**config.mk**
```make
export PLATFORM = sky130hd
export DESIGN_NAME = spike_rate_monitor
export DESIGN_NICKNAME = d
export VERILOG_FILES = /design/src/rtl/snn_pkg.sv /design/src/rtl/sat_up_counter.sv /design/src/rtl/spike_rate_monitor.sv
export SDC_FILE = /design/constraint.sdc
export NUM_CORES = 1
export LEC_CHECK = 0
export CORE_MARGIN = 4
export CORE_UTILIZATION = 59
export CTS_CLUSTER_DIAMETER = 40
export DETAILED_ROUTE_END_ITERATION = 8
export PLACE_DENSITY = 0.85
export SYNTH_ARGS = -nofsm -noshare
export SYNTH_HDL_FRONTEND = slang
export SYNTH_SLANG_ARGS = --single-unit
```
**constraint.sdc**
```tcl
create_clock -name clk -period 4.2 [get_ports clk]
set_input_delay 0.84 -clock clk [delete_from_list [all_inputs] [get_ports clk]]
set_output_delay 0.84 -clock clk [all_outputs]
set_load 0.05 [all_outputs]
```
**src/rtl/snn_pkg.sv**
```systemverilog
// Shared constants and types for the spiking-neuron tile monitors.
package snn_pkg;

  localparam int unsigned CNT_W_DEF = 8;
  localparam int unsigned WIN_W_DEF = 16;
  localparam int unsigned ISI_W_DEF = 16;
  localparam int unsigned MIN_WIN   = 1;

  typedef enum logic {
    IDLE  = 1'b0,
    COUNT = 1'b1
  } mon_state_e;

endpackage

```
**src/rtl/sat_up_counter.sv**
```systemverilog
// Up counter that sticks at all-ones; load wins over increment, clear wins over both.
module sat_up_counter #(
  parameter int unsigned W = 8
) (
  input  logic         clk,
  input  logic         rst,
  input  logic         i_clr,
  input  logic         i_load,
  input  logic [W-1:0] i_load_val,
  input  logic         i_inc,
  output logic [W-1:0] o_value,
  output logic         o_sat
);

  logic [W-1:0] r_value;

  always_ff @(posedge clk) begin
    if (rst || i_clr) begin
      r_value <= '0;
    end else if (i_load) begin
      r_value <= i_load_val;
    end else if (i_inc && !o_sat) begin
      r_value <= r_value + 1'b1;
    end
  end

  assign o_value = r_value;
  assign o_sat   = (r_value == '1);

endmodule

```
**src/rtl/spike_rate_monitor.sv**
```systemverilog
// Spike-rate (spikes per programmable window) and inter-spike-interval monitor
// for a single neuron's spike output; all results registered with valid strobes.
module spike_rate_monitor
  import snn_pkg::*;
#(
  parameter int unsigned CNT_W = CNT_W_DEF,
  parameter int unsigned WIN_W = WIN_W_DEF,
  parameter int unsigned ISI_W = ISI_W_DEF
) (
  input  logic             clk,
  input  logic             rst,
  input  logic             en,
  input  logic             spike,
  input  logic [WIN_W-1:0] win_len,
  output logic [CNT_W-1:0] rate,
  output logic             rate_valid,
  output logic [ISI_W-1:0] isi,
  output logic             isi_valid,
  output logic             rate_sat
);

  mon_state_e       r_state;
  mon_state_e       w_state_nxt;
  logic             w_active;

  logic [WIN_W-1:0] r_rem;
  logic [WIN_W-1:0] w_win_n;
  logic             w_start;
  logic             w_last;

  logic [CNT_W-1:0] w_acc;
  logic             w_acc_sat;
  logic [CNT_W-1:0] w_acc_fin;
  logic             r_ovf;
  logic             w_ovf_fin;

  logic [ISI_W-1:0] w_gap;
  logic             w_gap_sat;
  logic             r_have_prev;

  logic [CNT_W-1:0] r_rate;
  logic             r_rate_valid;
  logic             r_rate_sat;
  logic [ISI_W-1:0] r_isi;
  logic             r_isi_valid;

  always_ff @(posedge clk) begin
    if (rst) begin
      r_state <= IDLE;
    end else begin
      r_state <= w_state_nxt;
    end
  end

  always_comb begin
    w_state_nxt = r_state;
    unique case (r_state)
      IDLE:    if (en)  w_state_nxt = COUNT;
      COUNT:   if (!en) w_state_nxt = IDLE;
      default: w_state_nxt = IDLE;
    endcase
  end

  always_comb begin
    w_active = (r_state == COUNT) && en;
  end

  // r_rem == 0 in COUNT marks a window start; it holds the cycles left after this one.
  always_comb begin
    w_win_n = (win_len < WIN_W'(MIN_WIN)) ? WIN_W'(MIN_WIN) : win_len;
    w_start = w_active && (r_rem == '0);
    w_last  = w_active && (w_start ? (w_win_n == WIN_W'(1)) : (r_rem == WIN_W'(1)));
  end

  always_ff @(posedge clk) begin
    if (rst || !w_active) begin
      r_rem <= '0;
    end else if (w_start) begin
      r_rem <= w_win_n - WIN_W'(1);
    end else begin
      r_rem <= r_rem - WIN_W'(1);
    end
  end

  sat_up_counter #(.W(CNT_W)) u_acc (
    .clk        (clk),
    .rst        (rst),
    .i_clr      (!w_active),
    .i_load     (w_start),
    .i_load_val (CNT_W'(spike)),
    .i_inc      (w_active && !w_start && spike),
    .o_value    (w_acc),
    .o_sat      (w_acc_sat)
  );

  // Final window count includes this cycle's spike, which the counter has not absorbed yet.
  always_comb begin
    w_acc_fin = w_start ? CNT_W'(spike) : (w_acc + CNT_W'(spike && !w_acc_sat));
    w_ovf_fin = !w_start && (r_ovf || (spike && w_acc_sat));
  end

  always_ff @(posedge clk) begin
    if (rst || !w_active) begin
      r_ovf <= 1'b0;
    end else begin
      r_ovf <= w_ovf_fin;
    end
  end

  always_ff @(posedge clk) begin
    if (rst) begin
      r_rate       <= '0;
      r_rate_sat   <= 1'b0;
      r_rate_valid <= 1'b0;
    end else begin
      r_rate_valid <= w_last;
      if (w_last) begin
        r_rate     <= w_acc_fin;
        r_rate_sat <= w_ovf_fin;
      end
    end
  end

  sat_up_counter #(.W(ISI_W)) u_gap (
    .clk        (clk),
    .rst        (rst),
    .i_clr      (1'b0),
    .i_load     (w_active && spike),
    .i_load_val (ISI_W'(1)),
    .i_inc      (w_active && !spike && !w_gap_sat),
    .o_value    (w_gap),
    .o_sat      (w_gap_sat)
  );

  always_ff @(posedge clk) begin
    if (rst || (r_state == IDLE)) begin
      r_have_prev <= 1'b0;
    end else if (w_active && spike) begin
      r_have_prev <= 1'b1;
    end
  end

  always_ff @(posedge clk) begin
    if (rst) begin
      r_isi       <= '0;
      r_isi_valid <= 1'b0;
    end else begin
      r_isi_valid <= w_active && spike && r_have_prev;
      if (w_active && spike && r_have_prev) begin
        r_isi <= w_gap;
      end
    end
  end

  assign rate       = r_rate;
  assign rate_valid = r_rate_valid;
  assign rate_sat   = r_rate_sat;
  assign isi        = r_isi;
  assign isi_valid  = r_isi_valid;

endmodule

```
==> results of run 1 <==
==> metrics by stage <==
step           setup WS [ns]  hold slack (ns)  total power [mW]  std cells  utilization, %
4_1_cts                 1.11            0.457              1.41        535            74.7
3_3_place_gp           0.906            0.442             0.826        519            70.9
3_5_place_dp           0.777            0.446             0.830        519            70.9
2_1_floorplan           1.68            0.424             0.788        421               -
5_1_grt                0.812            0.491              1.46        535            74.7
6_report                1.05            0.456              1.41        535            74.7
==> final cells by class <==
type	instances	area (sq um)	share of cell area (%)
tap	72	90.1	2.14
clock inverter	6	86.3	2.05
sequential	70	1400	33.3
multi-input combinational	320	2000	47.4
timing repair buffer	48	475	11.3
clock buffer	10	128	3.03
inverter	9	33.8	0.802
==> placed cells by master (no fill, tap or decap), types with 2 or more instances in the layout <==
cell type	instances
dfxtp_1	70
nand2_1	48
clkdlybuf4s50_1	46
nor2_1	43
a21oi_1	28
xnor2_1	23
xor2_1	17
nand3_1	16
a211oi_1	14
nor3_1	13
nor4_1	12
o21ai_0	10
inv_1	9
clkbuf_8	9
nand4_1	8
or4_1	8
ha_1	8
or3_1	7
or2_2	6
o2bb2ai_1	6
and3_1	4
o211ai_1	4
o31ai_1	4
nor3_2	3
a31oi_1	3
and2_1	3
and4_1	3
nor2b_1	2
or4_4	2
nor3b_1	2
o21ai_1	2
mux2i_1	2
o31a_1	2
a22oi_1	2
a31o_2	2
clkinv_2	2
bufinv_16	2
buf_4	2
==> layer usage <==
layer / track usage [%] / vias to the layer above / wire, um
li1: - / 1594 / -
met1: 29.5 / 1547 / 3700
met2: 40.3 / 88 / 4130
met3: 6.99 / 17 / 383
met4: 6.91 / 0 / 146
met5: 0 / - / 0
==> worst max-delay path: cells and delay by family <==
family,cells,cell delay [ns]
AND/OR/NAND/NOR,4,1.20
adder cells (fa/ha/maj),1,0.13
AO/OA/AOI/OAI,3,0.54
buffers and inverters,3,0.67
==> flip-flops by register name, indices dropped and copies added (netlist names) <==
signal	count
r_have_prev	1
isi	16
r_state	1
rate_valid	1
rate_sat	1
u_gap.o_value	16
rate	8
u_acc.o_value	8
isi_valid	1
r_rem	16
r_ovf	1
==> cell families (layout without fill, tap and decap cells) <==
group | after synthesis | in the layout | synth area share (%)
simple gates | 184 | 184 | 26.9
compound gates | 86 | 86 | 16.4
flops | 70 | 70 | 39.8
xor+xnor | 40 | 40 | 9.94
buf+inv | 31 | 73 | 3.55
fa+ha+maj | 8 | 8 | 2.84
mux | 2 | 2 | 0.568
==> how the worst min path moves through the flow <==
| stage | cells after the start | start | endpoint |
|---|---|---|---|
| floorplan | 2 | r_ovf | r_ovf |
| global placement | 2 | isi[13] | isi[13] |
| detailed placement | 2 | isi[4] | isi[4] |
| CTS | 2 | isi[5] | isi[5] |
| global route | 2 | isi[2] | isi[2] |
| finish | 2 | isi[10] | isi[10] |
==> power breakdown <==
part / total [mW] / internal (mW) / switching (mW)
sequential: 0.676 / 0.669 / 0.00652
combinational: 0.141 / 0.0594 / 0.0814
clock: 0.589 / 0.333 / 0.255
total: 1.41 / 1.06 / 0.343
==> cell usage after synthesis (all sizes together) (3+ instances only) <==
master	number	area, sq um
inv	9	33.8
nor3	16	95.1
and4	3	26.3
o2bb2ai	6	52.6
nand2	48	180
and2	3	18.8
or3	7	43.8
xor2	17	149
a31oi	3	18.8
a211oi	15	118
and3	4	25.0
clkbuf	20	75.1
xnor2	23	201
or4	10	82.6
o211ai	4	30.0
a21oi	28	140
nor2	43	161
o21ai	12	60.1
nand3	16	80.1
dfxtp	70	1400
o31ai	4	30.0
nor4	13	96.3
or2	7	46.3
ha	8	100
nand4	8	50.1
==> results.sh, run 1 <==
export IMPL_rsz0062_at_grt="false"
export IMPL_power_density_nw_per_um2=334
export IMPL_vias_per_cell=6.07
export IMPL_wl_per_cell_um=15.6
export IMPL_die_w_um=85.3
export IMPL_antenna_found_initial=0
export IMPL_max_slew_margin_rel_pct=49.0
export IMPL_tightestPinTransition_ns=0.760
export IMPL_hold_buffers=0
export IMPL_fin_crit_sh_pct=75.0
export IMPL_final_nets=486
export IMPL_required_ns=4.43
export IMPL_initial_core_util_pct=62.5
export IMPL_synth_edf_count=0
export IMPL_core_sq_um=5640
export IMPL_grt_max_degree=22
export IMPL_yosys_most_used_dff="dfxtp_1"
export IMPL_drt_wl_total_um=8360
export IMPL_fin_crit_ns=3.15
export IMPL_drc=0
export IMPL_antenna_cells=0
export IMPL_die_area_sq_um=7270
export IMPL_ys_async_sr_fraction_pct=0
export IMPL_reg2reg_from="r_rem[0]"
export IMPL_cpPeakStageDelay_ns=0.56
export IMPL_crit_slowest_cell="nor4_1"
export IMPL_via_count=3246
export IMPL_crit_path_cell_trace="clkdlybuf4s50_1 > nor4_1 > nand3_1 > inv_1 > a31oi_1 > inv_1 > ha_1 > nand3_1 > nor2_1 > a211oi_1 > o2bb2ai_1"
export IMPL_post_cts_buffers=0
export IMPL_syn_area_sq_um=3520
export IMPL_finalSetupViolCount=0
export IMPL_cts_buffer_depth=2
export IMPL_critPathKind="primary input to register"
export IMPL_port_buffers=46
export IMPL_h_tree_depth=3
export IMPL_fp_row_count=27
export IMPL_grt_util_all_layers_pct=23.9
export IMPL_grt_pass1_wl_um=14000
export IMPL_synth_cell_types=49
export IMPL_gp_congestion=0.948
export IMPL_clock_latency_ns=0.35
export IMPL_fin_area_sq_um=4210
export IMPL_ant_nets=0
export IMPL_p_leak_nw=1.42
export IMPL_cts_buffers_inserted=9
export IMPL_drive_gt1_share_pct=7.78
export IMPL_crit_start="win_len[14]"
export IMPL_hp_class="register to register"
export IMPL_cp_max_fo=6
export IMPL_io_pins=47
export IMPL_tritoncts="built"
export IMPL_drv_slew=0
export IMPL_irDropWorstVdd_uv=278
export IMPL_yosysWarnings=0
export IMPL_rr_worst_depth=6
export IMPL_path_clk_slew_ns=0.07
export IMPL_dr_pass1_iters=5
export IMPL_drt_iter0_drc=175
export IMPL_cap_violations=0
export IMPL_yosysSeqAreaShare_pct=39.8
export IMPL_finalHoldViolations=0
export IMPL_status="finished clean"
export IMPL_skew_ns=0.0158
export IMPL_syn_num_nets=449
export IMPL_reg2reg_to="rate[0]"
export IMPL_ys_ff_latch=70
export IMPL_cp_end_kind="register"
export IMPL_gr_total_overflow=0
export IMPL_hpwl_um=5970
export IMPL_area_growth_pct=19.5
export IMPL_cp_arrival_ns=3.38
export IMPL_fmax_ghz=0.318
export IMPL_grt_pass1_vias=3055
export IMPL_postSynthCellCount=421
export IMPL_worst_r2r_setup_slack_ns=1.81
export IMPL_syn_area_per_cell_sq_um=8.37
export IMPL_worstSetupStartpointType="primary input"
export IMPL_cp_endpoint="rate[4]"
export IMPL_die_h_um=85.3
export IMPL_clock_sinks=70
export IMPL_clockRootBuffer="clkbuf_8"
export IMPL_fin_tns_setup_ns=0
export IMPL_cts_resized_gates=0
export IMPL_dpl_cell_area_sq_um=4000
export IMPL_nFillCells=420
No activity file was read; power rests on OpenSTA's default activity.
==> run 2, diff against run 1 <==
CORE_UTILIZATION = 55   (was 59)
PLACE_DENSITY = 0.8   (was 0.85)
clock period = 3 ns   (was 4.2 ns; I/O delays follow)
==> results.sh, run 2 (synthesis results as in run 1) <==
export IMPL_hold_depth=2
export IMPL_drive_gt1_share_pct=10.5
export IMPL_power_density_nw_per_um2=481
export IMPL_initial_core_util_pct=58.1
export IMPL_path_clk_slew_ns=0.07
export IMPL_antenna_cells=0
export IMPL_cts_buffer_depth=2
export IMPL_skew_ns=0.00891
export IMPL_cp_max_fo=5
export IMPL_critPathKind="primary input to register"
export IMPL_h_tree_depth=3
export IMPL_rsz0062_at_grt="false"
export IMPL_clockRootBuffer="clkbuf_8"
export IMPL_grt_max_degree=18
export IMPL_die_area_sq_um=7750
export IMPL_fin_tns_setup_ns=0
export IMPL_dr_pass1_iters=5
export IMPL_vias_per_cell=5.86
export IMPL_via_count=3229
export IMPL_holdCritStartpoint="isi[4]"
export IMPL_fin_crit_sh_pct=84.9
export IMPL_irDropWorstVdd_uv=296
export IMPL_p_leak_nw=1.50
export IMPL_fmax_ghz=0.393
export IMPL_grt_pass1_vias=3126
export IMPL_worstSetupStartpointType="primary input"
export IMPL_drv_slew=0
export IMPL_hp_class="register to register"
export IMPL_worst_r2r_setup_slack_ns=0.50
export IMPL_io_pins=47
export IMPL_gp_congestion=0.867
export IMPL_cts_buffers_inserted=9
export IMPL_cap_violations=0
export IMPL_layout_commonest_cell="dfxtp_1"
export IMPL_drt_iter0_drc=125
export IMPL_required_ns=3.26
export IMPL_worst_hold_path_endpoint="isi[4]"
export IMPL_core_sq_um=6060
export IMPL_cts_resized_gates=0
export IMPL_drc=0
export IMPL_die_w_um=88.0
export IMPL_port_buffers=46
export IMPL_status="finished clean"
export IMPL_finalSetupViolCount=0
export IMPL_clock_latency_ns=0.34
export IMPL_whs_ns=0.459
export IMPL_grt_pass1_wl_um=14400
export IMPL_reg2reg_from="r_rem[0]"
export IMPL_post_cts_buffers=0
export IMPL_finalHoldViolations=0
export IMPL_rr_worst_depth=7
export IMPL_cp_end_kind="register"
export IMPL_tritoncts="built"
export IMPL_tightestPinTransition_ns=0.649
export IMPL_clock_sinks=70
export IMPL_ant_nets=0
export IMPL_max_slew_margin_rel_pct=56.4
export IMPL_drt_wl_total_um=8400
export IMPL_reg2reg_to="u_acc.o_value[2]"
export IMPL_cp_arrival_ns=2.81
export IMPL_wl_per_cell_um=15.2
export IMPL_grt_util_all_layers_pct=23.2
export IMPL_gr_total_overflow=0
export IMPL_fin_crit_ns=2.55
export IMPL_fp_row_count=28
export IMPL_die_h_um=88.0
export IMPL_final_cell_mix="70 x dfxtp_1, 48 x nand2_1, 46 x clkdlybuf4s50_1, 43 x nor2_1, 28 x a21oi_1"
export IMPL_final_nets=500
export IMPL_hold_buffers=0
export IMPL_antenna_found_initial=0
export IMPL_hpwl_um=6170
export IMPL_area_growth_pct=23.5
[run 2: layout make-up]
cell class	instances	area, sq um
multi-input cells	320	2000
clock buffers	10	138
flip-flops and latches	70	1400
well taps	75	93.8
repair buffers	62	581
clock inverters	5	106
inverters	9	33.8
fillers	493	1710
[run 2: critical path: stages]
cell and delay (ns):
clkdlybuf4s50_1 0.52, nor4_1 0.07, buf_4 0.14, nand3_1 0.09, inv_1 0.05, a31oi_1 0.26, ha_1 0.28, nand2_1 0.13
or2_2 0.32, xor2_1 0.15, a211oi_2 0.20
[run 2: worst max path at each step]
| stage | from | to | slack, ns | cells after the start |
|---|---|---|---|---|
| 6_report | win_len[10] | r_rem[14] | 0.45 | 11 |
| 5_1_grt | win_len[10] | rate_sat | 0.23 | 13 |
| 3_3_place_gp | win_len[10] | r_rem[14] | 0.16 | 11 |
| 4_1_cts | win_len[10] | r_rem[14] | 0.47 | 11 |
| 2_1_floorplan | win_len[10] | rate[0] | 0.72 | 10 |
| 3_5_place_dp | win_len[10] | r_rem[14] | 0.13 | 11 |
[run 2: through the flow]
step	utilization, %	setup slack, ns	instances	power (mW)	area, sq um
after CTS	71.8	0.470	551	2.09	4350
after global routing	71.8	0.226	551	2.16	4350
after global placement	67.8	0.162	536	1.17	4110
after detailed placement	67.8	0.133	536	1.17	4110
final	71.8	0.454	551	2.09	4350
after floorplan	-	0.722	421	1.10	3520
[run 2: metal layers]
layer	global-route usage [%]	share of wire (%)	up-vias
met4	8.65	1.7	0
met3	3.86	4.4	15
met1	29.4	44	1527
met2	39.7	49	69
met5	0	0	-
li1	-	-	1618
[run 2: power by group]
part	leakage (nW)	internal, mW	switching [mW]
clock network	0.119	0.573	0.363
logic	0.819	0.0920	0.117
registers	0.565	0.937	0.00908
